`config.mk`:
```
export PLATFORM = sky130hd
export DESIGN_NAME = tx_controller_flat
export DESIGN_NICKNAME = d
export VERILOG_FILES = /design/src/rtl/uart_pkg.sv /design/src/rtl/tx_controller_if.sv /design/src/rtl/uart_baud_tick.sv /design/src/rtl/tx_controller.sv /design/src/flat_wrapper.sv
export SDC_FILE = /design/constraint.sdc
export NUM_CORES = 1
export LEC_CHECK = 0
export CAP_MARGIN = 25
export CELL_PAD_IN_SITES_DETAIL_PLACEMENT = 1
export CELL_PAD_IN_SITES_GLOBAL_PLACEMENT = 1
export CORE_MARGIN = 4
export CORE_UTILIZATION = 25
export DETAILED_ROUTE_END_ITERATION = 10
export GPL_TIMING_DRIVEN = 0
export PLACE_DENSITY_LB_ADDON = 0.12
export SYNTH_ARGS = -nofsm -noshare
export SYNTH_HDL_FRONTEND = slang
export SYNTH_HIERARCHICAL = 1
export SYNTH_SLANG_ARGS = --single-unit
```
`constraint.sdc`:
```
create_clock -name clk -period 2.4 [get_ports clk]
set_input_delay 0.48 -clock clk [delete_from_list [all_inputs] [get_ports clk]]
set_output_delay 0.48 -clock clk [all_outputs]
set_load 0.005 [all_outputs]
```
`src/rtl/uart_pkg.sv`:
```
// Shared UART definitions: transmitter state encoding and frame constants.
package uart_pkg;

    typedef enum logic [2:0] {
        IDLE   = 3'd0,
        START  = 3'd1,
        DATA   = 3'd2,
        PARITY = 3'd3,
        STOP   = 3'd4
    } tx_state_t;

    localparam int   DATA_BITS = 8;
    localparam logic LINE_IDLE = 1'b1;

endpackage

```
`src/rtl/tx_controller_if.sv`:
```
// Host-side byte handshake between the byte source (master) and tx_controller (slave).
interface tx_controller_if;
    import uart_pkg::*;

    logic [DATA_BITS-1:0] i_tx_data;
    logic                 i_tx_ready;
    logic                 o_tx_data;
    logic                 o_tx_busy;

    modport master (output i_tx_data, output i_tx_ready, input o_tx_data, input o_tx_busy);
    modport slave  (input i_tx_data, input i_tx_ready, output o_tx_data, output o_tx_busy);

endinterface

```
`src/rtl/uart_baud_tick.sv`:
```
// Bit-period timer: one-cycle tick every CLKS_PER_BIT enabled cycles, cleared at frame start.
module uart_baud_tick #(
    parameter int CLKS_PER_BIT = 1
) (
    input  logic clk,
    input  logic rst_n,
    input  logic i_clear,
    input  logic i_en,
    output logic o_tick
);
    localparam int CW = $clog2(CLKS_PER_BIT + 1);

    logic [CW-1:0] r_cnt;
    logic          w_last;

    assign w_last = (r_cnt == CW'(CLKS_PER_BIT - 1));
    assign o_tick = i_en && w_last;

    always_ff @(posedge clk or negedge rst_n) begin
        if (!rst_n) begin
            r_cnt <= '0;
        end else if (i_clear) begin
            r_cnt <= '0;
        end else if (i_en) begin
            r_cnt <= w_last ? '0 : r_cnt + CW'(1);
        end
    end

endmodule

```
`src/rtl/tx_controller.sv`:
```
// Byte-wide UART transmitter: start, 8 data bits LSB first, optional parity, one stop bit.
// Parity bit is compiled in only when TX_PARITY_EN is defined.
module tx_controller
    import uart_pkg::*;
#(
    parameter int CLKS_PER_BIT = 1,
    parameter int PARITY_ODD   = 0
) (
    input  logic            clk,
    input  logic            reset,
    tx_controller_if.slave  tx
);
    generate
        if (CLKS_PER_BIT < 1 || CLKS_PER_BIT > 65535 || PARITY_ODD < 0 || PARITY_ODD > 1) begin : g_bad_param
            $error("tx_controller: illegal CLKS_PER_BIT or PARITY_ODD");
        end
    endgenerate

    tx_state_t            r_state, w_state_nxt;
    logic [DATA_BITS-1:0] r_shift, w_shift_nxt;
    logic [2:0]           r_bit_cnt, w_bit_nxt;
    logic                 r_line, w_line_nxt;
    logic                 r_busy, w_busy_nxt;
    logic                 w_tick;
`ifdef TX_PARITY_EN
    logic                 r_par, w_par_nxt;
`endif

    // Counter is held at zero while idle, so every frame starts on a fresh bit period.
    uart_baud_tick #(.CLKS_PER_BIT(CLKS_PER_BIT)) u_baud (
        .clk     (clk),
        .rst_n   (reset),
        .i_clear (r_state == IDLE),
        .i_en    (r_state != IDLE),
        .o_tick  (w_tick)
    );

    always_ff @(posedge clk or negedge reset) begin
        if (!reset) begin
            r_state   <= IDLE;
            r_shift   <= '0;
            r_bit_cnt <= '0;
            r_line    <= LINE_IDLE;
            r_busy    <= 1'b0;
`ifdef TX_PARITY_EN
            r_par     <= 1'b0;
`endif
        end else begin
            r_state   <= w_state_nxt;
            r_shift   <= w_shift_nxt;
            r_bit_cnt <= w_bit_nxt;
            r_line    <= w_line_nxt;
            r_busy    <= w_busy_nxt;
`ifdef TX_PARITY_EN
            r_par     <= w_par_nxt;
`endif
        end
    end

    always_comb begin
        w_state_nxt = r_state;
        w_shift_nxt = r_shift;
        w_bit_nxt   = r_bit_cnt;
`ifdef TX_PARITY_EN
        w_par_nxt   = r_par;
`endif
        case (r_state)
            IDLE: begin
                if (tx.i_tx_ready) begin
                    w_state_nxt = START;
                    w_shift_nxt = tx.i_tx_data;
                    w_bit_nxt   = '0;
`ifdef TX_PARITY_EN
                    // Parity is taken from the byte now, since the shift register is consumed.
                    w_par_nxt   = (^tx.i_tx_data) ^ 1'(PARITY_ODD);
`endif
                end
            end
            START: if (w_tick) w_state_nxt = DATA;
            DATA: begin
                if (w_tick) begin
                    if (r_bit_cnt == 3'(DATA_BITS - 1)) begin
`ifdef TX_PARITY_EN
                        w_state_nxt = PARITY;
`else
                        w_state_nxt = STOP;
`endif
                    end else begin
                        w_bit_nxt   = r_bit_cnt + 3'd1;
                        w_shift_nxt = {1'b0, r_shift[DATA_BITS-1:1]};
                    end
                end
            end
`ifdef TX_PARITY_EN
            PARITY: if (w_tick) w_state_nxt = STOP;
`endif
            STOP: if (w_tick) w_state_nxt = IDLE;
            default: w_state_nxt = IDLE;
        endcase

        // Line and busy are registered from the next state so they change on the same edge.
        w_line_nxt = LINE_IDLE;
        w_busy_nxt = 1'b1;
        case (w_state_nxt)
            START:   w_line_nxt = 1'b0;
            DATA:    w_line_nxt = w_shift_nxt[0];
`ifdef TX_PARITY_EN
            PARITY:  w_line_nxt = w_par_nxt;
`endif
            STOP:    w_line_nxt = LINE_IDLE;
            default: begin
                w_line_nxt = LINE_IDLE;
                w_busy_nxt = 1'b0;
            end
        endcase
    end

    assign tx.o_tx_data = r_line;
    assign tx.o_tx_busy = r_busy;

endmodule

```
`src/flat_wrapper.sv`:
```
// flat-port wrapper written by rule: the top's interface ports become plain ports
module tx_controller_flat import uart_pkg::*;
#(
    parameter int CLKS_PER_BIT = 1,
    parameter int PARITY_ODD   = 0
)
  (clk, reset, tx_i_tx_data, tx_i_tx_ready, tx_o_tx_data, tx_o_tx_busy);
  tx_controller_if tx_i ();
  input  logic clk;
  input  logic reset;
  input wire logic [$bits(tx_i.i_tx_data)-1:0] tx_i_tx_data;
  input wire logic [$bits(tx_i.i_tx_ready)-1:0] tx_i_tx_ready;
  output wire logic [$bits(tx_i.o_tx_data)-1:0] tx_o_tx_data;
  output wire logic [$bits(tx_i.o_tx_busy)-1:0] tx_o_tx_busy;
  assign tx_i.i_tx_data = tx_i_tx_data;
  assign tx_i.i_tx_ready = tx_i_tx_ready;
  assign tx_o_tx_data = tx_i.o_tx_data;
  assign tx_o_tx_busy = tx_i.o_tx_busy;
  tx_controller #(.CLKS_PER_BIT(CLKS_PER_BIT), .PARITY_ODD(PARITY_ODD)) u_core (.clk(clk), .reset(reset), .tx(tx_i));
endmodule
```
* Word level (Yosys, flattened, before mapping)
Cells that the tools add are included.
** Storage, ports and cells
- Flip-flop bits (word level) :: 17
- Latch bits :: 0
- Memory bits (writable) :: 0
- ROM bits :: 0
- Memories :: 0
** Cells by class
- Add/sub/neg operators :: 2
- Multiply operators :: 0
- Divide/modulo/power cells :: 0
- Magnitude comparators :: 0
- Equal/unequal tests :: 10
- Shifts and indexed selects :: 0
- Mux-type cells :: 19
- Bitwise operators :: 1
- Reduce and logical (&&, ||, !) cells :: 7
** Operator list (number)
- two-way mux 3 bit :: 8
- two-way mux 8 bit :: 3
- case mux 8 bit (2 select lines) :: 1
- case mux 3 bit (4 select lines) :: 1
- equality test 3 bit, second input constant :: 3
- equality test 3 x 1 -> 1 bit, second input constant :: 2
- equality test 3 x 2 -> 1 bit, second input constant :: 2
- != test 2 bit, second input constant :: 3
- case mux 3 bit (2 select lines) :: 1
- two-way mux 1 bit :: 4
- AND reduction 4 bit :: 1
- nonzero test 2 bit :: 2
- adder 3 x 1 -> 3 bit, second input constant :: 1
- logical NOT 3 bit :: 1
- nonzero test 3 bit :: 1
- OR reduction 3 bit :: 1
- case mux 1 bit (2 select lines) :: 1
- adder 1 bit, second input constant :: 1
- logical AND 1 bit :: 1
- inverter 1 bit :: 1

* Longest topological paths before layout
- Depth in word-level cells :: 7
- Mapped depth :: 7

* By module
The synthesis kept the hierarchy.
** By module, submodules not included
- tx_controller :: instances 1, cells each 65, area an instance 785.8 µm², sequential area each 401.6 µm²
- uart_baud_tick :: instances 1, cells each 1, area an instance 7.5 µm², sequential area each 0.0 µm²

* Least setup slack after synthesis
No wires, ideal clock.
- Path type :: flip-flop to flip-flop
- Start point :: register u_core.r_state[0]
- End point :: register u_core.r_shift[1]
- Library setup time :: 0.118 ns
- Arrival time :: 1.662 ns
- Data required time :: 2.282 ns
- Slack :: 0.620 ns
- Stages on the path, launching flop included :: 8
- Clock period less this slack :: 1.780 ns
- Cells stage by stage :: dfrtp_1 or3_4 buf_4 nand2_1 nor4_4 buf_6 a22o_2 a21o_1
** On the way
- Cells in the longest elaborated chain, start to end :: 4
- Elaborated cells between the ends (all ways) :: 10
- Those cells by class :: eq/ne (4); mux (1); reduce/logical (5)
** RTL lines
- from (decl) :: RTL line tx_controller.sv:19 : tx_state_t r_state, w_state_nxt;
- from (signal assigned) :: RTL line tx_controller.sv:49 : r_state <= w_state_nxt;
- nonzero test 3 bit :: RTL line tx_controller.sv:34 : .i_en (r_state != IDLE),
- logical AND 1 bit :: RTL line uart_baud_tick.sv:17 : assign o_tick = i_en && w_last;
- net u_core.w_tick :: RTL line tx_controller.sv:24 : logic w_tick;
- != test 2 bit (no source line)
- AND reduction 4 bit (no source line)
- to (signal assigned) :: RTL line tx_controller.sv:50 : r_shift <= w_shift_nxt;
- to (decl) :: RTL line tx_controller.sv:20 : logic [DATA_BITS-1:0] r_shift, w_shift_nxt;
The timed path passes the listed nets, and every way through them passes these cells.
A chain may end at the register's enable or synchronous reset.

* Worst setup path in the final report
- Start point :: register u_core.r_bit_cnt[0]
- End point :: register u_core.r_line (netlist: u_core/tx.o_tx_data)
** On the way
- Cells in the longest elaborated chain, start to end :: 6
- Elaborated cells between the ends (all ways) :: 10
- Those cells by class :: eq/ne (3); mux (7)
** RTL lines
- from (decl) :: RTL line tx_controller.sv:21 : logic [2:0] r_bit_cnt, w_bit_nxt;
- from (signal assigned) :: RTL line tx_controller.sv:51 : r_bit_cnt <= w_bit_nxt;
- equality test 3 bit * :: RTL line tx_controller.sv:82 : if (r_bit_cnt == 3'(DATA_BITS - 1)) begin
- two-way mux 3 bit :: RTL line tx_controller.sv:82
- two-way mux 3 bit :: RTL line tx_controller.sv:81 : if (w_tick) begin
- case mux 3 bit (4 select lines) :: RTL line tx_controller.sv:67 : case (r_state)
- equality test 3 x 2 -> 1 bit / equality test 3 x 1 -> 1 bit (equally long branches) :: RTL line tx_controller.sv:104 : case (w_state_nxt)
- case mux 1 bit (2 select lines) * :: RTL line tx_controller.sv:104
- net u_core.w_line_nxt :: RTL line tx_controller.sv:22 : logic r_line, w_line_nxt;
- to (signal assigned) :: RTL line tx_controller.sv:52 : r_line <= w_line_nxt;
- to (decl) :: RTL line tx_controller.sv:22
Mark *: on every way through the listed nets, which the timed path passes. The rest lies on a longest branch. The select of a mux whose other input is x is not followed.

==> key figures <==
Run status
  • Status: completed

Synth
  • Syn Inst Count: 66
  • Count leader, synth: dfrtp_1
  • Post-synthesis sequential area ratio: 0.506
  • Post-synth ARST share: 1.00
  • Post-synth design cell area: 793 um^2
  • Yosys top cell by area: dfrtp_1
  • Yosys cell types: 28
  • Synth top area share: 0.473
  • Top cells by area, synth: dfrtp_1 (47%), a21o_1 (6.6%), a22o_2 (6.3%)
  • Ys flop type: dfrtp_1
  • Synthesis-stage register bit count: 16
  • Avg Cell Area, Syn: 12.0 um^2
  • Most instantiated cells after synthesis: dfrtp_1 (15), nand2_1 (10), a21o_1 (7)
  • Post-Synthesis Net Count: 79
  • Yosys warns: 6
  • Post-synth EDFFs: 0

Layout
  • Final net count: 96
  • Final cell count without fillers: 126
  • # diodes: 0
  • # fillers: 356
  • Multi-input logic area: 345 um^2
  • Share of cells above drive strength 1: 0.232
  • FF+latch area: 402 um^2
  • Area grow syn2layout: 25.4%
  • Final core occ: 0.326
  • Fin area: 995 um^2

Clock tree
  • CTS resizes: 0
  • CTS Buf Count: 3
  • Root buffer cell: clkbuf_4
  • CTS hold repair buffers: 0
  • CTS tree: done
  • CTS sink cnt: 16
  • Clock buffer depth: 2
  • Worst-path clk slew: 0.09 ns
  • H-tree depth: 1
  • Worst skew pair latency: 0.29 ns
  • Setup repair bufs after CTS: 0

Global routing
  • All-Layer GR Usage: 0.0880
  • Initial antenna violation count: 0
  • GR Overflow Total: 0
  • Vias in the first global route: 577
  • Global-route wire length before repair: 2730 um
  • Largest net degree at the start of global routing: 17

Timing
  • Rel. slew slack: 0.505
  • # setup viols final: 0
  • Fmax: 525 MHz
  • RSZ-0062 raised after global routing: no
  • Final Max Tran Viols: 0
  • Final hold violations: 0
  • TNS Setup: 0 ns
  • Tightest Pin Transition: 0.741 ns
  • Min Clock Period, post-route: 1.90 ns
  • Clock skew: 0.00981 ns
  • Final worst slack: 0.496 ns
  • Final Cycle Share: 0.793

Power
  • Internal power: 0.726 mW
  • Clock network fraction of total power: 0.138
  • Peak supply drop: 0.324 mV
  • P_sw: 0.384 mW
  • Pleak: 0.470 nW
  • Register share of total power: 0.418
  • Logic pwr share: 0.444
  • Power Density: 1120 mW/mm^2
  • Sw Ratio: 0.346

Floorplanning
  • Die width: 64.3 um
  • Core region area: 0.00305 mm^2
  • FP Rows: 20
  • I/O pins: 13
  • Area of the die: 0.00414 mm^2
  • Initial core utilization: 0.260
  • Die Span Y: 64.3 um

Drt
  • Drt wl/cell: 12.7 um
  • DR pass1 iterations: 4
  • Via count: 562
  • DR vias/cell: 4.46
  • Final wirelength: 1600 um
  • Antenna viol nets, final: 0
  • Initial DRC count: 11
  • Post-route DRC violation count: 0

Worst hold path
  • Min-delay worst type: flip-flop to flip-flop

Critical path
  • Worst Path Required: 2.61 ns
  • Delay-heaviest family, CP: simple AND/OR/NAND/NOR gates
  • Startpoint types: flip-flop
  • Crit-path cells: ha_1 -> ha_1 -> nor4_4 -> buf_6 -> nand2_1 -> a41oi_2
  • Top cell by count, worst path: ha_1
  • Worst setup EP type: flip-flop
  • Worst EP arrival: 2.12 ns
  • Slowest stage delay, CP: 0.48 ns
  • CP Max Fanout: 10
  • WP buf/inv: 1
  • CP Class: flip-flop to flip-flop
  • CP max stage cell: nor4_4

Placed design
  • Routability cong.: 0.653
  • IO Port Bufs: 12
  • Hpwl dp: 1190 um
  • Area after DPL: 968 um^2
  • Dpl cells: 122
  • Pre-CTS setup slack: 0.508 ns

Flow run
  • Maxcap violations: 0
## final timing paths
check                                     from                  end  slack, ns  cells after the start
setup / recovery           u_core/r_bit_cnt[0]  u_core/tx.o_tx_data       0.50                      6
hold / removal               u_core/r_shift[1]    u_core/r_shift[1]       0.49                      1
setup reg to reg           u_core/r_bit_cnt[0]  u_core/tx.o_tx_data       0.50                      6
hold reg to reg              u_core/r_shift[1]    u_core/r_shift[1]       0.49                      1
max in group asynchronous                reset    u_core/r_state[1]       1.31                      1
min in group asynchronous                reset  u_core/r_bit_cnt[1]       0.62                      1
## metal layers
layer | GRT usage | vias to the layer above | share of wire
li1 | - | 269 | -
met1 | 0.101 | 280 | 0.47
met2 | 0.148 | 11 | 0.48
met3 | 0.0334 | 2 | 0.046
met4 | 0.0317 | 0 | 0.0050
met5 | 0 | - | 0
## placed cells by master (no fill, tap or decap), drive strengths merged, types with 3 or more instances in the layout
cell	count
clkbuf	4
a21o	7
buf	3
a22o	6
dfrtp	15
clkdlybuf4s50	12
nand3b	3
nand2	10
## stage by stage
| stage | hold WS, ns | total power [mW] |
|---|---|---|
| after global placement | 0.462 | 0.961 |
| after CTS | 0.496 | 1.13 |
| final | 0.490 | 1.11 |
| after detailed placement | 0.471 | 0.973 |
| after floorplan | 0.184 | 0.826 |
| after global routing | 0.519 | 1.21 |
## cell type report
class	count	area share
Sequential cell	16	0.404
Multi-Input combinational cell	45	0.347
Timing Repair Buffer	12	0.121
Tap cell	44	0.0553
Buffer	3	0.0390
Clock buffer	4	0.0264
Inverter	2	0.00755
## flip-flops by register name (all words and copies together), names as in the netlist
signal / cells
u_core/r_state: 3
u_core/tx.o_tx_busy: 1
u_core/r_bit_cnt: 3
u_core/r_shift: 8
u_core/tx.o_tx_data: 1
## cells by family after synthesis
logic type	count (synthesis)	share of synthesized area
and+or+nand+nor	23	0.186
AOI/OAI and AO/OA	18	0.186
DFF	16	0.506
buffers and inverters	5	0.0584
muxes	2	0.0315
adders and majority gates	2	0.0315
## power groups by stage
| stage | Sequential (mW) | Combinational, mW | Clock [mW] |
|---|---|---|---|
| 2_1_floorplan | 0.453 | 0.373 | 0 |
| 3_3_place_gp | 0.466 | 0.495 | 0 |
| 3_5_place_dp | 0.469 | 0.504 | 0 |
| 4_1_cts | 0.465 | 0.504 | 0.163 |
| 5_1_grt | 0.482 | 0.557 | 0.170 |
| 6_report | 0.464 | 0.493 | 0.153 |
(Power assumes the default switching activity.)
